--- src/rtl/rf_writeback_arbiter_pkg.sv ---
// Shared types and defaults for the register-bank writeback arbiter.
package rf_writeback_arbiter_pkg;

   localparam int DATA_W_DEF     = 32;
   localparam int ADDR_W_DEF     = 5;
   localparam int LINK_REG_DEF   = 31;
   localparam int DROP_CNT_W_DEF = 8;

   typedef enum logic {
      PREFER_ALU = 1'b0,
      PREFER_MEM = 1'b1
   } rr_state_t;

   typedef enum logic [1:0] {
      GNT_NONE = 2'd0,
      GNT_LINK = 2'd1,
      GNT_ALU  = 2'd2,
      GNT_MEM  = 2'd3
   } grant_t;

   // Round-robin advances only on ALU/mem grants; link or idle leave it alone.
   function automatic rr_state_t rr_next(input rr_state_t cur, input grant_t gnt);
      rr_state_t nxt;
      case (gnt)
         GNT_ALU: nxt = PREFER_MEM;
         GNT_MEM: nxt = PREFER_ALU;
         default: nxt = cur;
      endcase
      return nxt;
   endfunction

endpackage

--- src/rtl/rf_writeback_arbiter_if.sv ---
// Writeback requester, bank write port and decode hazard signals of the arbiter.
interface rf_writeback_arbiter_if
   import rf_writeback_arbiter_pkg::*;
#(
   parameter int DATA_W     = DATA_W_DEF,
   parameter int ADDR_W     = ADDR_W_DEF,
   parameter int DROP_CNT_W = DROP_CNT_W_DEF
) ();

   logic                  link_valid;
   logic [DATA_W-1:0]     link_pc;
   logic                  link_ready;
   logic                  alu_valid;
   logic [ADDR_W-1:0]     alu_addr;
   logic [DATA_W-1:0]     alu_data;
   logic                  alu_ready;
   logic                  mem_valid;
   logic [ADDR_W-1:0]     mem_addr;
   logic [DATA_W-1:0]     mem_data;
   logic                  mem_ready;
   logic                  rf_we;
   logic [ADDR_W-1:0]     rf_waddr;
   logic [DATA_W-1:0]     rf_wdata;
   logic [ADDR_W-1:0]     rd_addr_a;
   logic [ADDR_W-1:0]     rd_addr_b;
   logic                  hazard_a;
   logic                  hazard_b;
   logic [DROP_CNT_W-1:0] drop_count;

   modport master (
      output link_valid, link_pc, alu_valid, alu_addr, alu_data,
             mem_valid, mem_addr, mem_data, rd_addr_a, rd_addr_b,
      input  link_ready, alu_ready, mem_ready, rf_we, rf_waddr, rf_wdata,
             hazard_a, hazard_b, drop_count
   );

   modport slave (
      input  link_valid, link_pc, alu_valid, alu_addr, alu_data,
             mem_valid, mem_addr, mem_data, rd_addr_a, rd_addr_b,
      output link_ready, alu_ready, mem_ready, rf_we, rf_waddr, rf_wdata,
             hazard_a, hazard_b, drop_count
   );

endinterface

--- src/rtl/rf_writeback_arbiter_hazard_check.sv ---
// Read-after-write detector for one decode read port against all in-flight writes.
module rf_hazard_check
   import rf_writeback_arbiter_pkg::*;
#(
   parameter int ADDR_W   = ADDR_W_DEF,
   parameter int LINK_REG = LINK_REG_DEF
) (
   input  logic [ADDR_W-1:0] rd_addr,
   input  logic              wb_valid,
   input  logic [ADDR_W-1:0] wb_addr,
   input  logic              alu_valid,
   input  logic [ADDR_W-1:0] alu_addr,
   input  logic              mem_valid,
   input  logic [ADDR_W-1:0] mem_addr,
   input  logic              link_valid,
   output logic              hazard
);

   localparam logic [ADDR_W-1:0] LINK_ADDR = ADDR_W'(LINK_REG);
   localparam logic [ADDR_W-1:0] ZERO_ADDR = {ADDR_W{1'b0}};

   logic hit_s;

   // Register 0 is hardwired, so reading it never waits on a write.
   always_comb begin
      hit_s  = (wb_valid   && (rd_addr == wb_addr))   ||
               (alu_valid  && (rd_addr == alu_addr))  ||
               (mem_valid  && (rd_addr == mem_addr))  ||
               (link_valid && (rd_addr == LINK_ADDR));
      hazard = (rd_addr != ZERO_ADDR) && hit_s;
   end

endmodule

--- src/rtl/rf_writeback_arbiter.sv ---
// Arbitrates link/ALU/load writebacks onto the single register-bank write port
// and flags read-after-write hazards for the two decode read ports.
module rf_writeback_arbiter
   import rf_writeback_arbiter_pkg::*;
#(
   parameter int DATA_W     = DATA_W_DEF,
   parameter int ADDR_W     = ADDR_W_DEF,
   parameter int LINK_REG   = LINK_REG_DEF,
   parameter int DROP_CNT_W = DROP_CNT_W_DEF
) (
   input logic                  clk,
   input logic                  reset,
   rf_writeback_arbiter_if.slave bus
);

   localparam logic [ADDR_W-1:0]     LINK_ADDR = ADDR_W'(LINK_REG);
   localparam logic [ADDR_W-1:0]     ZERO_ADDR = {ADDR_W{1'b0}};
   localparam logic [DROP_CNT_W-1:0] DROP_ONE  = {{(DROP_CNT_W-1){1'b0}}, 1'b1};

   grant_t                rr_gnt_s;
   grant_t                grant_s;
   logic [ADDR_W-1:0]     win_addr_s;
   logic [DATA_W-1:0]     win_data_s;
   logic                  wb_valid_s;

   rr_state_t             rr_r;
   logic                  rf_we_r;
   logic [ADDR_W-1:0]     rf_waddr_r;
   logic [DATA_W-1:0]     rf_wdata_r;
   logic [DROP_CNT_W-1:0] drop_r;

   // Winner selection: link first, then the round-robin pick between ALU and mem.
   always_comb begin
      rr_gnt_s = (rr_r == PREFER_ALU) ? GNT_ALU : GNT_MEM;
      grant_s  = GNT_NONE;
      if (reset) begin
         grant_s = GNT_NONE;
      end else if (bus.link_valid) begin
         grant_s = GNT_LINK;
      end else if (bus.alu_valid && bus.mem_valid) begin
         grant_s = rr_gnt_s;
      end else if (bus.alu_valid) begin
         grant_s = GNT_ALU;
      end else if (bus.mem_valid) begin
         grant_s = GNT_MEM;
      end else begin
         grant_s = GNT_NONE;
      end
   end

   // Address/data mux for the granted requester.
   always_comb begin
      win_addr_s = ZERO_ADDR;
      win_data_s = {DATA_W{1'b0}};
      case (grant_s)
         GNT_LINK: begin
            win_addr_s = LINK_ADDR;
            win_data_s = bus.link_pc;
         end
         GNT_ALU: begin
            win_addr_s = bus.alu_addr;
            win_data_s = bus.alu_data;
         end
         GNT_MEM: begin
            win_addr_s = bus.mem_addr;
            win_data_s = bus.mem_data;
         end
         default: begin
            win_addr_s = ZERO_ADDR;
            win_data_s = {DATA_W{1'b0}};
         end
      endcase
   end

   // Round-robin FSM and registered write port; register-0 writes are consumed and counted.
   always_ff @(posedge clk) begin
      if (reset) begin
         rr_r       <= PREFER_ALU;
         rf_we_r    <= 1'b0;
         rf_waddr_r <= ZERO_ADDR;
         rf_wdata_r <= {DATA_W{1'b0}};
         drop_r     <= {DROP_CNT_W{1'b0}};
      end else begin
         rr_r <= rr_next(rr_r, grant_s);
         if (grant_s == GNT_NONE) begin
            rf_we_r <= 1'b0;
         end else if (win_addr_s == ZERO_ADDR) begin
            rf_we_r <= 1'b0;
            if (!(&drop_r)) begin
               drop_r <= drop_r + DROP_ONE;
            end
         end else begin
            rf_we_r    <= 1'b1;
            rf_waddr_r <= win_addr_s;
            rf_wdata_r <= win_data_s;
         end
      end
   end

   assign bus.link_ready = (grant_s == GNT_LINK);
   assign bus.alu_ready  = (grant_s == GNT_ALU);
   assign bus.mem_ready  = (grant_s == GNT_MEM);
   assign bus.rf_we      = rf_we_r;
   assign bus.rf_waddr   = rf_waddr_r;
   assign bus.rf_wdata   = rf_wdata_r;
   assign bus.drop_count = drop_r;

   // A write still sitting in the output stage is discarded by reset, so it cannot stall decode.
   assign wb_valid_s = rf_we_r & ~reset;

   rf_hazard_check #(.ADDR_W(ADDR_W), .LINK_REG(LINK_REG)) u_hazard_a (
      .rd_addr    (bus.rd_addr_a),
      .wb_valid   (wb_valid_s),
      .wb_addr    (rf_waddr_r),
      .alu_valid  (bus.alu_valid),
      .alu_addr   (bus.alu_addr),
      .mem_valid  (bus.mem_valid),
      .mem_addr   (bus.mem_addr),
      .link_valid (bus.link_valid),
      .hazard     (bus.hazard_a)
   );

   rf_hazard_check #(.ADDR_W(ADDR_W), .LINK_REG(LINK_REG)) u_hazard_b (
      .rd_addr    (bus.rd_addr_b),
      .wb_valid   (wb_valid_s),
      .wb_addr    (rf_waddr_r),
      .alu_valid  (bus.alu_valid),
      .alu_addr   (bus.alu_addr),
      .mem_valid  (bus.mem_valid),
      .mem_addr   (bus.mem_addr),
      .link_valid (bus.link_valid),
      .hazard     (bus.hazard_b)
   );

endmodule
--- src/flat_wrapper.sv ---
// flat-port wrapper written by rule: the top's interface ports become plain ports
module rf_writeback_arbiter_flat import rf_writeback_arbiter_pkg::*;
#(
   parameter int DATA_W     = DATA_W_DEF,
   parameter int ADDR_W     = ADDR_W_DEF,
   parameter int LINK_REG   = LINK_REG_DEF,
   parameter int DROP_CNT_W = DROP_CNT_W_DEF
)
  (clk, reset, bus_link_valid, bus_link_pc, bus_alu_valid, bus_alu_addr, bus_alu_data, bus_mem_valid, bus_mem_addr, bus_mem_data, bus_rd_addr_a, bus_rd_addr_b, bus_link_ready, bus_alu_ready, bus_mem_ready, bus_rf_we, bus_rf_waddr, bus_rf_wdata, bus_hazard_a, bus_hazard_b, bus_drop_count);
  rf_writeback_arbiter_if #(.DATA_W(DATA_W), .ADDR_W(ADDR_W), .DROP_CNT_W(DROP_CNT_W)) bus_i ();
  input logic clk;
  input logic reset;
  input wire logic [$bits(bus_i.link_valid)-1:0] bus_link_valid;
  input wire logic [$bits(bus_i.link_pc)-1:0] bus_link_pc;
  input wire logic [$bits(bus_i.alu_valid)-1:0] bus_alu_valid;
  input wire logic [$bits(bus_i.alu_addr)-1:0] bus_alu_addr;
  input wire logic [$bits(bus_i.alu_data)-1:0] bus_alu_data;
  input wire logic [$bits(bus_i.mem_valid)-1:0] bus_mem_valid;
  input wire logic [$bits(bus_i.mem_addr)-1:0] bus_mem_addr;
  input wire logic [$bits(bus_i.mem_data)-1:0] bus_mem_data;
  input wire logic [$bits(bus_i.rd_addr_a)-1:0] bus_rd_addr_a;
  input wire logic [$bits(bus_i.rd_addr_b)-1:0] bus_rd_addr_b;
  output wire logic [$bits(bus_i.link_ready)-1:0] bus_link_ready;
  output wire logic [$bits(bus_i.alu_ready)-1:0] bus_alu_ready;
  output wire logic [$bits(bus_i.mem_ready)-1:0] bus_mem_ready;
  output wire logic [$bits(bus_i.rf_we)-1:0] bus_rf_we;
  output wire logic [$bits(bus_i.rf_waddr)-1:0] bus_rf_waddr;
  output wire logic [$bits(bus_i.rf_wdata)-1:0] bus_rf_wdata;
  output wire logic [$bits(bus_i.hazard_a)-1:0] bus_hazard_a;
  output wire logic [$bits(bus_i.hazard_b)-1:0] bus_hazard_b;
  output wire logic [$bits(bus_i.drop_count)-1:0] bus_drop_count;
  assign bus_i.link_valid = bus_link_valid;
  assign bus_i.link_pc = bus_link_pc;
  assign bus_i.alu_valid = bus_alu_valid;
  assign bus_i.alu_addr = bus_alu_addr;
  assign bus_i.alu_data = bus_alu_data;
  assign bus_i.mem_valid = bus_mem_valid;
  assign bus_i.mem_addr = bus_mem_addr;
  assign bus_i.mem_data = bus_mem_data;
  assign bus_i.rd_addr_a = bus_rd_addr_a;
  assign bus_i.rd_addr_b = bus_rd_addr_b;
  assign bus_link_ready = bus_i.link_ready;
  assign bus_alu_ready = bus_i.alu_ready;
  assign bus_mem_ready = bus_i.mem_ready;
  assign bus_rf_we = bus_i.rf_we;
  assign bus_rf_waddr = bus_i.rf_waddr;
  assign bus_rf_wdata = bus_i.rf_wdata;
  assign bus_hazard_a = bus_i.hazard_a;
  assign bus_hazard_b = bus_i.hazard_b;
  assign bus_drop_count = bus_i.drop_count;
  rf_writeback_arbiter #(.DATA_W(DATA_W), .ADDR_W(ADDR_W), .LINK_REG(LINK_REG), .DROP_CNT_W(DROP_CNT_W)) u_core (.clk(clk), .reset(reset), .bus(bus_i));
endmodule
--- config.mk ---
export PLATFORM = sky130hd
export DESIGN_NAME = rf_writeback_arbiter_flat
export DESIGN_NICKNAME = d
export VERILOG_FILES = /design/src/rtl/rf_writeback_arbiter_pkg.sv /design/src/rtl/rf_writeback_arbiter_if.sv /design/src/rtl/rf_writeback_arbiter_hazard_check.sv /design/src/rtl/rf_writeback_arbiter.sv /design/src/flat_wrapper.sv
export SDC_FILE = /design/constraint.sdc
export NUM_CORES = 1
export LEC_CHECK = 0
export BUFFER_PORTS_ARGS = -buffer_cell sky130_fd_sc_hd__buf_2
export CELL_PAD_IN_SITES_DETAIL_PLACEMENT = 0
export CELL_PAD_IN_SITES_GLOBAL_PLACEMENT = 1
export CORE_MARGIN = 2
export CORE_UTILIZATION = 29
export DETAILED_ROUTE_END_ITERATION = 7
export HOLD_SLACK_MARGIN = 0.08
export PLACE_DENSITY = 0.77
export SYNTH_ARGS = -nofsm -noshare
export SYNTH_HDL_FRONTEND = slang
export SYNTH_SLANG_ARGS = --single-unit
--- constraint.sdc ---
create_clock -name clk -period 2.9 [get_ports clk]
set_input_delay 0.435 -clock clk [delete_from_list [all_inputs] [get_ports clk]]
set_output_delay 0.435 -clock clk [all_outputs]
set_load 0.01 [all_outputs]
# After elaboration in Yosys (flattened, before gate mapping)
# Index checks and enable logic that the tools add are counted.
# op_classes
add_sub_neg	1
mul	0
div_mod_pow	0
order_cmp	0
n_eq_ne	11
shifts	0
n_mux	10
bitwise_logic	5
n_reduce_logical	26
# ops
operator	count
$pmux 32 s3	1
$eq 5x5->1	6
$pmux 5 s3	1
$logic_and 1x1->1	11
$eq 5x5->1 const B	2
$mux 2	5
$reduce_bool 5->1	2
$add 8x1->8 const B	1
$reduce_and 8->1	1
$logic_or 1x1->1	6
$logic_not 5->1	1
$eq 2x2->1 const B	2
$not 1->1	4
$reduce_and 3->1	1
$eq 2x1->1 const B	1
$logic_not 2->1	1
$mux 1	2
$pmux 1 s2	1
$reduce_and 2->1	1
$reduce_bool 2->1	1
$reduce_or 2->1	1
$and 1x1->1	1
# word_totals
reg_bits	47
latchBits	0
ramBits	0
romBits	0
inputBits	121
out_inout_bits	51
wordCells	58
memories	0

# Logic depth before layout (Yosys ltp)
# depth
word_depth	10
ltp_mapped	8

# Modules after synthesis
# A second synthesis with hierarchy kept.
# hier_totals
cells_unflattened	301
hier_area_um2	2914.0
# modules_own_cells
module	n_inst	cells_per_inst	area_each_um2	seq_area_each_um2
rf_writeback_arbiter	1	245	2476.1	940.9
rf_hazard_check	2	28	219.0	0.0

# Worst setup path after synthesis
# Ideal clock, no wire load.
# synth_timing
path_type	input to register
from	in bus_link_valid
to	reg u_core.drop_r[4], in the netlist u_core.bus.drop_count[4]
arrival_ns	2.089
t_required_ns	2.830
path_slack_ns	0.741
path_stages	7
n_path_buf	2
path_cell_list	nor2b_1 -> buf_2 -> a31o_1 -> or4_4 -> buf_6 -> or4_1 -> a21oi_1
# synth_via
elab_chain_len	6
# synth_lines
item	line	text
start: declaration	flat_wrapper.sv:13	input wire logic [$bits(bus_i.link_valid)-1:0] bus_link_valid;
$mux 2 (*)	rf_writeback_arbiter.sv:38	end else if (bus.link_valid) begin
$mux 2 (*)	rf_writeback_arbiter.sv:36	if (reset) begin
$eq 2x2->1 or $eq 2x1->1 (tied branches)	rf_writeback_arbiter.sv:55	case (grant_s)
$pmux 5 s3	rf_writeback_arbiter.sv:55	
$logic_not 5->1	rf_writeback_arbiter.sv:87	end else if (win_addr_s == ZERO_ADDR) begin
$reduce_and 3->1 (no line) (*)	--	
end signal: assignment	rf_writeback_arbiter.sv:82	drop_r <= {DROP_CNT_W{1'b0}};
end signal: assignment	rf_writeback_arbiter.sv:90	drop_r <= drop_r + DROP_ONE;
end: declaration	rf_writeback_arbiter.sv:30	logic [DROP_CNT_W-1:0] drop_r;
# Mark *: on every way between the ends. The rest lies on a longest branch, timed or not.
# A chain may end at the register's enable or synchronous reset.

# Worst setup path in the final report
# layout_timing
from	reg u_core.drop_r[0], in the netlist u_core.bus.drop_count[0]
to	reg u_core.drop_r[5], in the netlist u_core.bus.drop_count[5]
# layout_via
elab_chain_len	3
# layout_lines
item
branches (longest 3 deep; another with $add 8x1->8)
# Parallel ways; which one is timed is not known.

==> run metrics <==
Final Cycle Share=between 80% and 90%; arrival time at the worst endpoint=approximately 2600 ps; Hold Path Class=in -> reg; Inst Count DP=562; largest net degree at the start of global routing=43; worst slew pin tran=633 ps; Post-synth EDFFs=0; core area=a little under 9000 µm²; die width=between 90 and 100 µm; post-DP HPWL=approximately 7.3 mm; Die ar.=between 9000 and 10000 µm²; maximum capacitance violations=0; Slew Viols, Final=0; gr usage total=roughly 18%; endpoint class of the critical path=flop; leakage=roughly 1.6 nW; top cells by area, synth=dfxtp_1 35%, a222oi_1 12%, a211oi_1 9.1%, nor3_1 7.2%, xor2_1 6.3%; Post-Synthesis Cells=slightly above 300; mapped cell area=roughly 2700 µm²; fin crit period=2360 ps; routability-driven placement congestion ratio=a little over 0.9; Worst-Skew Late Latency=290 ps; row count=34; Pre-Repair DR Iteration Count=8; CTS tree=yes; clock-pin slew on the worst setup and hold paths=about 90 ps; status=complete, no violations; DRC viols=0; total CTS buffers=5; Worst VDD drop=between 0.15 and 0.2 mV; Syn. warnings=0; CP Launch Type=flop; layout cells sized above 1=between 40% and 50%; flops & latches, synth=47; nets=slightly below 600; sum of negative setup slack=0 ps; Synth Area per Inst=8.75 µm²; crit path kind=reg -> reg; power density over the cells=426 nW/µm²; post-synthesis sequential area ratio=between 30 and 40%; WP data required=between 3000 and 4000 ps; Non-Filler Instances=570; fin worst setup slack=~540 ps; vias per cell=between 5 and 6; Root Buffer=clkbuf_8; Initial Util=roughly 30%; Slew headroom=a little under three fifths; PostCTS Resize Cnt=0; post-placement worst setup slack=407 ps; Reg area=roughly 940 µm²; Synth area leader=dfxtp_1; final WL=~9.5 mm; ys flop type=dfxtp_1; clock skew=roughly 4.3 ps; port buffer count=between 150 and 200; Yosys cell types=38; Fmax=~0.42 GHz; initial DRC count=roughly 280; CP max FO=14; share of the synthesized area in the top cell type=35.5%; Avg WL per Cell=~17 µm; FFs w/ async S/R, synth=0%; fillcell total=around 900; area of the multi-input gates=around 1600 µm²; post-CTS setup buffers=0; first-pass GRT wire length=15.0 mm; DIE HEIGHT=99.6 µm; RSZ-0062 raised after global routing=false; maximum clock path buffer count=2; H-tree levels=2; via count=between 3000 and 4000; Post-Syn Nets=425; reg2reg setup slack=~540 ps; hold bufs inserted after CTS=0; number of global-route vias before repair=about 3000; grt total ovfl=0; Final setup viols=0; antenna violations before repair=0; Fin. Hold Viols=0; Antenna diodes=0; Top-Level Pins=about 170; Post-DRT Antenna Nets=0; area grow syn2layout=39.3%; clock sink count=between 40 and 50
[path summary, 6_finish.rpt]
path,from,endpoint,cells past startpoint
setup / recovery,u_core.bus.drop_count[0],u_core.bus.drop_count[5],6
hold reg to reg,u_core.bus.drop_count[6],u_core.bus.drop_count[6],2
hold / removal,bus_mem_addr[3],u_core.bus.rf_waddr[3],3
setup reg to reg,u_core.bus.drop_count[0],u_core.bus.drop_count[5],6
[layout by cell type (no fill, tap or decap), drive strengths merged, types with 2 or more instances in the layout]
cell type | synthesis | final
o31ai | 6 | 6
nor3 | 38 | 38
a31o | 2 | 2
buf | 4 | 181
nor2 | 5 | 5
o21ai | 6 | 6
xor2 | 19 | 19
clkbuf | 26 | 5
a221oi | 2 | 2
nand2 | 8 | 8
a211oi | 32 | 32
nand3 | 5 | 5
xnor2 | 9 | 9
a222oi | 32 | 32
clkinv | 0 | 2
a21oi | 12 | 12
o41ai | 2 | 2
and3 | 3 | 3
nor2b | 2 | 2
a31oi | 3 | 3
inv | 5 | 6
nand4 | 4 | 4
or4 | 8 | 8
nand2b | 3 | 3
dfxtp | 47 | 47
nor4 | 9 | 9
[final cells by class]
type | count | area share [%]
inverter | 5 | 0.508
sequential | 47 | 25.5
tap | 108 | 3.66
clock inverter | 3 | 0.508
timing repair buffer | 181 | 25.2
clock buffer | 5 | 1.86
multi-input combinational | 221 | 42.8
[synth_stat cells (all sizes together) (4+ instances only)]
library cell / number
o21ai: 6
xnor2: 9
inv: 5
a21oi: 12
clkbuf: 26
a211oi: 32
nor2: 5
or4: 8
o31ai: 6
xor2: 19
dfxtp: 47
nand2: 8
nand3: 5
nor4: 9
nand4: 4
buf: 4
a222oi: 32
nor3: 38
[power by group]
group          internal (mW)  leakage, nW  switching, mW  total, mW
logic                  0.199         1.19          0.248      0.448
clock network          0.170       0.0483          0.223      0.393
registers              0.697        0.387         0.0338      0.731
total                   1.07         1.63          0.505       1.57
[worst max-delay path, cell delays in order, from the launching register on]
cell and delay, ps:
dfxtp_1 370, ha_1 230, and2_1 190, a311oi_1 380
nand3_1 400, or4_1 580, a21oi_1 140
[routing by layer]
metal  wire length, µm  global-route usage (%)  up-vias
met4               104                    4.11        0
li1                  -                       -     1556
met3               527                    3.16        8
met5                 0                       0        -
met1              4130                    24.3     1481
met2              4720                    31.6      117
[flip-flops by register name (all words and copies together), names as in the netlist]
register / flops
u_core.bus.drop_count: 8
u_core.bus.rf_waddr: 5
u_core.bus.rf_wdata: 32
u_core.bus.rf_we: 1
u_core.rr_r: 1
[logic make-up (layout without fill, tap and decap cells)]
family	Yosys count	count (layout)	share of synthesized area, %
AOI/OAI and AO/OA	103	103	30.9
and+or+nand+nor	89	89	18.5
DFF	47	47	35.5
buffers and inverters	35	194	5.38
xor gates and xnor gates	28	28	9.25
adders and majority gates	1	1	0.472
[stage by stage]
| step | util (%) | instance area [µm²] | total power, mW | hold WS (ps) |
|---|---|---|---|---|
| global placement | 40.9 | 3610 | 1.19 | 478 |
| floorplan | - | 2650 | 0.983 | 459 |
| finish | 41.9 | 3690 | 1.57 | 449 |
| CTS | 41.9 | 3690 | 1.59 | 438 |
| global route | 41.9 | 3690 | 1.67 | 456 |
| detailed placement | 40.9 | 3610 | 1.20 | 488 |
No activity file was read; power rests on OpenSTA's default activity.
